$ cat src/rtl/hop_cnt_rr_arbiter.sv
// Packet-locking switch arbiter: highest hop count wins, round-robin among ties,
// with a per-input wait counter that forces starving inputs ahead of hop priority.
module hop_cnt_rr_arbiter #(
    parameter  int IN_N       = 5,
    parameter  int HOP_CNT_W  = 3,
    parameter  int STARVE_LIM = 15,
    localparam int WAIT_W     = $clog2(STARVE_LIM + 1),
    localparam int ID_W       = $clog2(IN_N)
) (
    input  logic                      clk_i,
    input  logic                      rst_ni,
    input  logic [IN_N-1:0]           req_i,
    input  logic [IN_N*HOP_CNT_W-1:0] hop_cnt_i,
    input  logic                      done_i,
    output logic [IN_N-1:0]           gnt_o,
    output logic [ID_W-1:0]           gnt_id_o,
    output logic                      gnt_vld_o,
    output logic                      tie_o,
    output logic                      starve_o
);

    typedef enum logic {IDLE, LOCKED} state_t;

    state_t                 state, state_nxt;
    logic [ID_W-1:0]        rr_ptr;
    logic [WAIT_W-1:0]      wait_cnt [IN_N];
    logic [HOP_CNT_W-1:0]   hop      [IN_N];
    logic [HOP_CNT_W-1:0]   max_hop;
    logic [IN_N-1:0]        starve_mask;
    logic [IN_N-1:0]        max_mask;
    logic [IN_N-1:0]        cand;
    logic [ID_W-1:0]        win_id;
    logic                   any_req;
    logic                   any_starve;
    logic                   multi_cand;
    logic                   arb_ev;
    logic                   grant_ev;

    function automatic logic [WAIT_W-1:0] sat_inc(input logic [WAIT_W-1:0] v);
        return (v == WAIT_W'(STARVE_LIM)) ? v : v + WAIT_W'(1);
    endfunction

    function automatic logic [ID_W-1:0] ptr_after(input logic [ID_W-1:0] id);
        return (id == ID_W'(IN_N - 1)) ? '0 : id + ID_W'(1);
    endfunction

    assign any_req  = |req_i;
    assign arb_ev   = ((state == IDLE) && any_req) || ((state == LOCKED) && done_i);
    assign grant_ev = arb_ev && any_req;

    always_comb begin
        max_hop     = '0;
        starve_mask = '0;
        max_mask    = '0;
        for (int i = 0; i < IN_N; i++) begin
            hop[i]         = hop_cnt_i[i*HOP_CNT_W +: HOP_CNT_W];
            starve_mask[i] = req_i[i] && (wait_cnt[i] == WAIT_W'(STARVE_LIM));
            if (req_i[i] && (hop[i] > max_hop))
                max_hop = hop[i];
        end
        for (int i = 0; i < IN_N; i++)
            max_mask[i] = req_i[i] && (hop[i] == max_hop);
        any_starve = |starve_mask;
        cand       = any_starve ? starve_mask : max_mask;
        multi_cand = |(cand & (cand - IN_N'(1)));
    end

    // Cyclic search for the first candidate at or after rr_ptr
    always_comb begin
        int  idx;
        logic found;
        win_id = '0;
        found  = 1'b0;
        for (int k = 0; k < IN_N; k++) begin
            idx = int'(rr_ptr) + k;
            if (idx >= IN_N)
                idx = idx - IN_N;
            if (!found && cand[idx]) begin
                found  = 1'b1;
                win_id = ID_W'(idx);
            end
        end
    end

    always_comb begin
        state_nxt = state;
        if (arb_ev)
            state_nxt = any_req ? LOCKED : IDLE;
    end

    always_ff @(posedge clk_i or negedge rst_ni) begin
        if (!rst_ni)
            state <= IDLE;
        else
            state <= state_nxt;
    end

    always_ff @(posedge clk_i or negedge rst_ni) begin
        if (!rst_ni) begin
            gnt_o    <= '0;
            gnt_id_o <= '0;
            tie_o    <= 1'b0;
            starve_o <= 1'b0;
            rr_ptr   <= '0;
        end else if (grant_ev) begin
            gnt_o    <= IN_N'(1) << win_id;
            gnt_id_o <= win_id;
            tie_o    <= multi_cand;
            starve_o <= any_starve;
            rr_ptr   <= ptr_after(win_id);
        end else if (arb_ev) begin
            gnt_o    <= '0;
            gnt_id_o <= '0;
            tie_o    <= 1'b0;
            starve_o <= 1'b0;
        end
    end

    // The holder's counter is held rather than advanced: it is waiting on its own packet
    always_ff @(posedge clk_i or negedge rst_ni) begin
        if (!rst_ni) begin
            for (int i = 0; i < IN_N; i++)
                wait_cnt[i] <= '0;
        end else begin
            for (int i = 0; i < IN_N; i++) begin
                if (!req_i[i] || (grant_ev && (win_id == ID_W'(i))))
                    wait_cnt[i] <= '0;
                else if (!gnt_o[i])
                    wait_cnt[i] <= sat_inc(wait_cnt[i]);
            end
        end
    end

    assign gnt_vld_o = (state == LOCKED);

endmodule

$ cat config.mk
export PLATFORM = sky130hd
export DESIGN_NAME = hop_cnt_rr_arbiter
export DESIGN_NICKNAME = d
export VERILOG_FILES = /design/src/rtl/hop_cnt_rr_arbiter.sv
export SDC_FILE = /design/constraint.sdc
export NUM_CORES = 1
export LEC_CHECK = 0
export CELL_PAD_IN_SITES_DETAIL_PLACEMENT = 1
export CELL_PAD_IN_SITES_GLOBAL_PLACEMENT = 1
export CORE_MARGIN = 2
export CORE_UTILIZATION = 35
export CTS_BUF_LIST = sky130_fd_sc_hd__clkbuf_4
export DETAILED_ROUTE_END_ITERATION = 8
export GPL_ROUTABILITY_DRIVEN = 0
export PLACE_DENSITY = 0.67
export SETUP_SLACK_MARGIN = 0.4
export SKIP_LAST_GASP = 1
export SLEW_MARGIN = 20
export SYNTH_ARGS = -nofsm -noshare
export SYNTH_HDL_FRONTEND = slang
export SYNTH_SLANG_ARGS = --single-unit
$ cat constraint.sdc
create_clock -name clk_i -period 4.8 [get_ports clk_i]
set_input_delay 0.96 -clock clk_i [delete_from_list [all_inputs] [get_ports clk_i]]
set_output_delay 0.96 -clock clk_i [all_outputs]
set_load 0.005 [all_outputs]
After elaboration in Yosys (flattened, before gate mapping)
Cells that the tools add are included.
{ "totals": {"elab_cells": 180, "register_bits": 34, "in_bits": 23} }
{ "op_classes": {"n_bitwise": 2, "n_reduce_logical": 52, "n_addsub": 16, "eq_ne": 24, "order_cmp": 15, "n_shift": 1, "n_mux": 59} }
{ "op_table": {"columns": ["operator", "n"], "rows": [
  ["less-than comparator 32 x 5 -> 1 bit (second input constant)", 5],
  ["two-way mux 32 bit", 5],
  ["two-way mux 4 bit", 15],
  ["two-way mux 3 bit", 13],
  ["logical AND 1 bit", 27],
  ["adder 4 x 1 -> 4 bit (second input constant)", 5],
  ["equality test 4 bit (second input constant)", 5],
  ["subtractor 4 x 3 -> 5 bit (second input constant)", 4],
  ["two-way mux 1 bit", 18],
  [">= comparator 4 x 3 -> 1 bit (second input constant)", 4],
  ["binary-select mux 1 bit (select 3 bit)", 5],
  ["equality test 3 bit", 5],
  ["two-way mux 5 bit", 3],
  ["OR reduction 5 bit", 3],
  ["> comparator 3 bit", 4],
  ["!= test 2 x 1 -> 1 bit (second input constant)", 6],
  ["AND reduction 2 bit", 5],
  ["logical NOT 1 bit", 9],
  ["adder 3 x 2 -> 4 bit (second input constant)", 2],
  ["!= test 2 bit (second input constant)", 4],
  ["equality test 3 x 2 -> 1 bit (second input constant)", 2],
  ["logical OR 1 bit", 6],
  ["bitwise AND 5 bit", 1],
  ["left shift 1 x 3 -> 5 bit (first input constant)", 1],
  ["other kinds (12)", 12]
]} }

Longest topological paths before layout
{ "logic_depth": {"ltp_word": 39, "ltp_mapped": 39, "mapped_depth_nobuf": 38} }

Least setup slack after synthesis
Ideal clock, no wire load.
{ "synth_path": {"path_kind": "input to register", "start": "input port hop_cnt_i[0]", "end": "register wait_cnt[2] (netlist bit)", "t_arrival_ns": 8.303, "required_time_ns": 4.693, "path_slack_ns": -3.610, "n_path_buf": 2, "cell_stages": 38, "setup_time_ns": 0.107, "cell_sequence": "and2_1 ha_1 a31oi_2 a21boi_1 or2_1 buf_2 ha_1 nor2_1 nor2_1 nor2_1 a221o_1 o211ai_1 and2_4 ha_1 and3b_1 o211ai_1 nor2_1 a31oi_1 [2 not listed] nor2_1 a31o_2 nor2_2 mux2_2 a21boi_1 nor4_1 or2_2 o22ai_2 o32ai_1 a2111oi_4 nand4b_1 nor3_1 mux2i_1 inv_1 ha_1 and2_4 buf_6 a2111oi_4"} }
{ "synth_via": {"elab_chain_cells": 39} }
{ "synth_rtl": {"columns": ["element", "line_no", "source"], "rows": [
  ["from (decl)", "13", "input logic [IN_N*HOP_CNT_W-1:0] hop_cnt_i,"],
  ["> comparator 3 x 1 -> 1 bit", "58", "if (req_i[i] && (hop[i] > max_hop))"],
  ["logical AND 1 bit", "58", null],
  ["two-way mux 3 bit", "58", null],
  ["> comparator 3 bit", "58", null],
  ["logical AND 1 bit", "58", null],
  ["two-way mux 3 bit", "58", null],
  ["> comparator 3 bit", "58", null],
  ["logical AND 1 bit", "58", null],
  ["[23 not listed]", null, null],
  ["logical NOT 1 bit", "78", "if (!found && cand[idx]) begin"],
  ["logical AND 1 bit", "78", null],
  ["two-way mux 3 bit *", "78", null],
  ["equality test 3 bit *", "126", "if (!req_i[i] || (grant_ev && (win_id == ID_W'(i))))"],
  ["logical AND 1 bit *", "126", null],
  ["logical OR 1 bit *", "126", null],
  ["!= test 2 bit (no source line) / != test 2 x 1 -> 1 bit (equally long branches)", null, null],
  ["AND reduction 2 bit (no source line)", null, null],
  ["to (signal, indexed assignment)", "129", "wait_cnt[i] <= sat_inc(wait_cnt[i]);"],
  ["to (decl)", "26", "logic [WAIT_W-1:0] wait_cnt [IN_N];"]
]} }
Every way passes the cells marked *; elsewhere a longest branch is shown, timed or not. The select of a mux whose other input is x is not followed.
A chain may end at the register's enable or synchronous reset.

Worst setup path in the final report
{ "layout_path": {"start": "input port req_i[0]", "end": "register wait_cnt[10] (netlist bit)"} }
{ "layout_via": {"elab_chain_cells": 38} }
{ "layout_rtl": {"columns": ["element", "line_no", "source"], "rows": [
  ["from (decl)", "12", "input logic [IN_N-1:0] req_i,"],
  ["logical AND 1 bit", "58", null],
  ["two-way mux 3 bit", "58", null],
  ["> comparator 3 bit", "58", null],
  ["logical AND 1 bit", "58", null],
  ["two-way mux 3 bit", "58", null],
  ["> comparator 3 bit", "58", null],
  ["logical AND 1 bit", "58", null],
  ["two-way mux 3 bit", "58", null],
  ["[22 not listed]", null, null],
  ["logical NOT 1 bit", "78", null],
  ["logical AND 1 bit", "78", null],
  ["two-way mux 3 bit", "78", null],
  ["equality test 3 x 2 -> 1 bit", "126", null],
  ["logical AND 1 bit *", "126", null],
  ["logical OR 1 bit *", "126", null],
  ["!= test 2 bit (no source line) / != test 2 x 1 -> 1 bit (equally long branches)", null, null],
  ["AND reduction 2 bit (no source line)", null, null]
]} }
Marked as above.

==> summary.md <==
| Metric | Value |
|---|---|
| Worst setup slack after layout | -3730 ps |
| Flip-flop cell with the highest count after synthesis | dfrtp_1 |
| Seq cells post-synth | 34 |
| Post-Syn Instances | around 470 |
| GRT overflow | 0 |
| Chip width | approximately 110 µm |
| Hold Vio Cnt, Final | 0 |
| Via count | just under 5,000 |
| Sw frac | 0.490 |
| Status | complete, but fails checks |
| Kind of critical path | input port to flop |
| DRT Wirelength | about 18,000 µm |
| Initial antenna violation count | 0 |
| Power share of the clock group | 0.042 |
| Setup crit start | req_i[0] |
| Die H | roughly 110 µm |
| P_leak | ~2.8 nW |
| Drt via density | slightly below 6 |
| Initial cell density of the core | 0.355 |
| Async S/R FF share, synth | 1.00 |
| R2r endpoint | wait_cnt[2]$_DFFE_PN0P_ |
| Fin util | 0.590 |
| Worst Path Required | between 5000 and 6000 ps |
| Clock Skews | approximately 9.4 ps |
| Avg Cell Area, Syn | 8.14 µm² |
| CTS tree | built |
| Antenna diodes | 0 |
| Synth top area share | 0.223 |
| Hold Buf Count CTS | 0 |
| Slowest cell on the critical path | a2111oi_4 |
| Die Footprint | between 10,000 and 15,000 µm² |
| Reg power frac | 0.114 |
| Worst path max stage delay | roughly 370 ps |
| Worst hold slack | between 500 and 600 ps |
| Mapped Nets | between 500 and 600 |
| Yosys Warn Count | 0 |
| Cell count along the critical path | 45 |
| WP data arrival | 8760 ps |
| Count of cell types in the netlist | just under 80 |
| Crit path capture | wait_cnt[10]$_DFFE_PN0P_ |
| Power per Cell Area | 617 nW/µm² |
| FF-to-FF setup slack | -40 ps |
| Fin crit share | 1.78 |
| Vias in the first global route | 4,925 |
| Placed Cells incl. Taps | about 750 |
| First-pass GRT wire length | around 25,000 µm |
| Nets | 724 |
| Switch Pwr | ~1.9 mW |
| Rows | 38 |
| Initial DRC count | 270 |
| DRC violations left | 0 |
| Logic pwr share | 0.844 |
| I/O Buffers | 33 |
| H-tree levels | 2 |
| Fin crit period | 8530 ps |
| Final setup viols | 32 |
| Total Power | a little under 4 mW |
| CTS root buf | clkbuf_4 |
| Tot GR Track Use | 0.271 |
| Failing checks | setup timing |
| Synth area leaders | dfrtp_1 22%, ha_1 10%, nand2_1 4.6% |
| Worst setup EP type | flop |
| Delay-heaviest family, CP | compound AO/OA/AOI/OAI gates |
| WL per Instance | about 22 µm |
| Critical R2R Launch | wait_cnt[12]$_DFFE_PN0P_ |
| RSZ-0062 raised after global routing | true |
| Largest net degree at the start of global routing | 35 |
| Cell taking the most area after synthesis | dfrtp_1 |
| Fmax | around 0.12 GHz |
| Final non-filler cell total | slightly above 800 |
| Register-to-Register Path Depth | 18 |
| DR pass1 iterations | 5 |
| Share of cells above drive strength 1 | 0.437 |
| Post-synth top cells | 47 x nand2_1, 42 x nor2_1, 34 x dfrtp_1 |
| Clock transition at path regs | approximately 100 ps |
| Final Max Slew Viols | 0 |
| Slew HR | 0.379 |
| Worst hold path class | flop to flop |
| CTS Buffer Depth | 2 |
| Internal Pwr Total | ~2 mW |
| Synth Cell Area | ~3800 µm² |
| Number of routed nets with antenna violations | 0 |
| Least-Margin Pin Slew | about 900 ps |
| Area Growth Syn to Fin | 66.1% |
| Register area share after synthesis | 0.223 |
| Worst setup SP type | input port |
| IO Count | 34 |
| Core ar. | about 11,000 µm² |
| Cell with the most instances after synthesis | nand2_1 |
| Crit path buf inv count | 10 |
| Clk_lat worst skew | about 360 ps |
| EDFF count, synth | 0 |
| VDD IR max | approximately 430 µV |
| Number of CTS-inserted buffers | 5 |
| Max-cap violations | 0 |
| Crit path max fanout | 5 |
| Setup TNS | -113,200 ps |
| Clock Sinks | 34 |
| Post-DP HPWL | between 10,000 and 15,000 µm |
==> cell families after synthesis <==
family / synth area share
xor gates and xnor gates: 0.0574
AOI/OAI and AO/OA: 0.301
adders and majority gates: 0.102
DFF: 0.223
buffers and inverters: 0.0429
muxes: 0.0387
and+or+nand+nor: 0.235
==> layout by cell type (no fill, tap or decap), types with 5 or more instances in the layout <==
master and instances:
inv_1 21, a21oi_1 10, o31ai_1 5, a22o_1 7, ha_1 19, a211oi_2 5, clkdlybuf4s50_1 26, buf_4 159
inv_2 9, o31ai_4 5, and3_1 5, dfrtp_1 34, a21o_1 6, ha_4 10, mux2i_1 9, nand4_1 9
and2_1 7, a31oi_1 13, o21ai_1 7, nand2_1 43, buf_6 12, xnor2_1 15, nand3_1 7, nor2_4 6
a211oi_1 7, nor2_1 36, clkbuf_4 7, nor3_1 10, xor2_1 9, nand2b_1 5, o21ai_0 15
==> worst min-delay path, cell delays in order (launching register included) <==
cell and delay (ps):
dfrtp_1 350, nand2_1 60, o21ai_1 70
==> repair_timing <==
item	in CTS	in global routing
gates resized for setup	88	46
buffers inserted	38	18
pin swaps	52	56
setup endpoints to repair	32	32
==> power groups by stage <==
stage,Sequential (mW),Combinational (mW),Clock [mW]
floorplan,0.440,1.45,0
global placement,0.444,2.26,0
detailed placement,0.450,2.35,0
CTS,0.445,2.88,0.171
global route,0.459,3.53,0.179
finish,0.448,3.30,0.162
==> per-stage QoR <==
step | setup slack [ps] | cell area (µm²)
finish | -3730 | 6340
global route | -3930 | 6340
CTS | -3360 | 6010
detailed placement | -4660 | 5340
global placement | -4330 | 5340
floorplan | -3290 | 4030
==> how the worst min path moves through the flow <==
stage | end | slack, ps | depth (start not counted) | start
after CTS | gnt_id_o[2]$_DFFE_PN0P_ | 500 | 2 | gnt_id_o[2]$_DFFE_PN0P_
after floorplan | tie_o$_DFFE_PN0P_ | 470 | 2 | tie_o$_DFFE_PN0P_
final | gnt_id_o[2]$_DFFE_PN0P_ | 510 | 2 | gnt_id_o[2]$_DFFE_PN0P_
after detailed placement | gnt_id_o[2]$_DFFE_PN0P_ | 480 | 2 | gnt_id_o[2]$_DFFE_PN0P_
after global placement | tie_o$_DFFE_PN0P_ | 460 | 2 | tie_o$_DFFE_PN0P_
after global routing | tie_o$_DFFE_PN0P_ | 550 | 2 | tie_o$_DFFE_PN0P_
==> final cells by class <==
type / count / area [µm²]
Fill cell: 1249 / 4410
Tap cell: 140 / 175
Clock buffer: 7 / 52.6
Inverter: 31 / 119
Sequential cell: 34 / 851
Timing Repair Buffer: 204 / 1650
Multi-Input combinational cell: 394 / 3490
==> metal layers <==
metal,GRT usage,wire (µm),vias up,share of wire
li1,-,-,2165,-
met1,0.338,7200,2425,0.40
met2,0.473,9290,174,0.51
met3,0.0289,764,70,0.042
met4,0.116,952,0,0.052
met5,0,0,-,0
==> registers in the layout (all words and copies together) (netlist names) <==
register	flops
tie_o	1
starve_o	1
gnt_vld_o	1
gnt_o	5
rr_ptr	3
gnt_id_o	3
wait_cnt	20
Power figures use the tool's default switching activity.
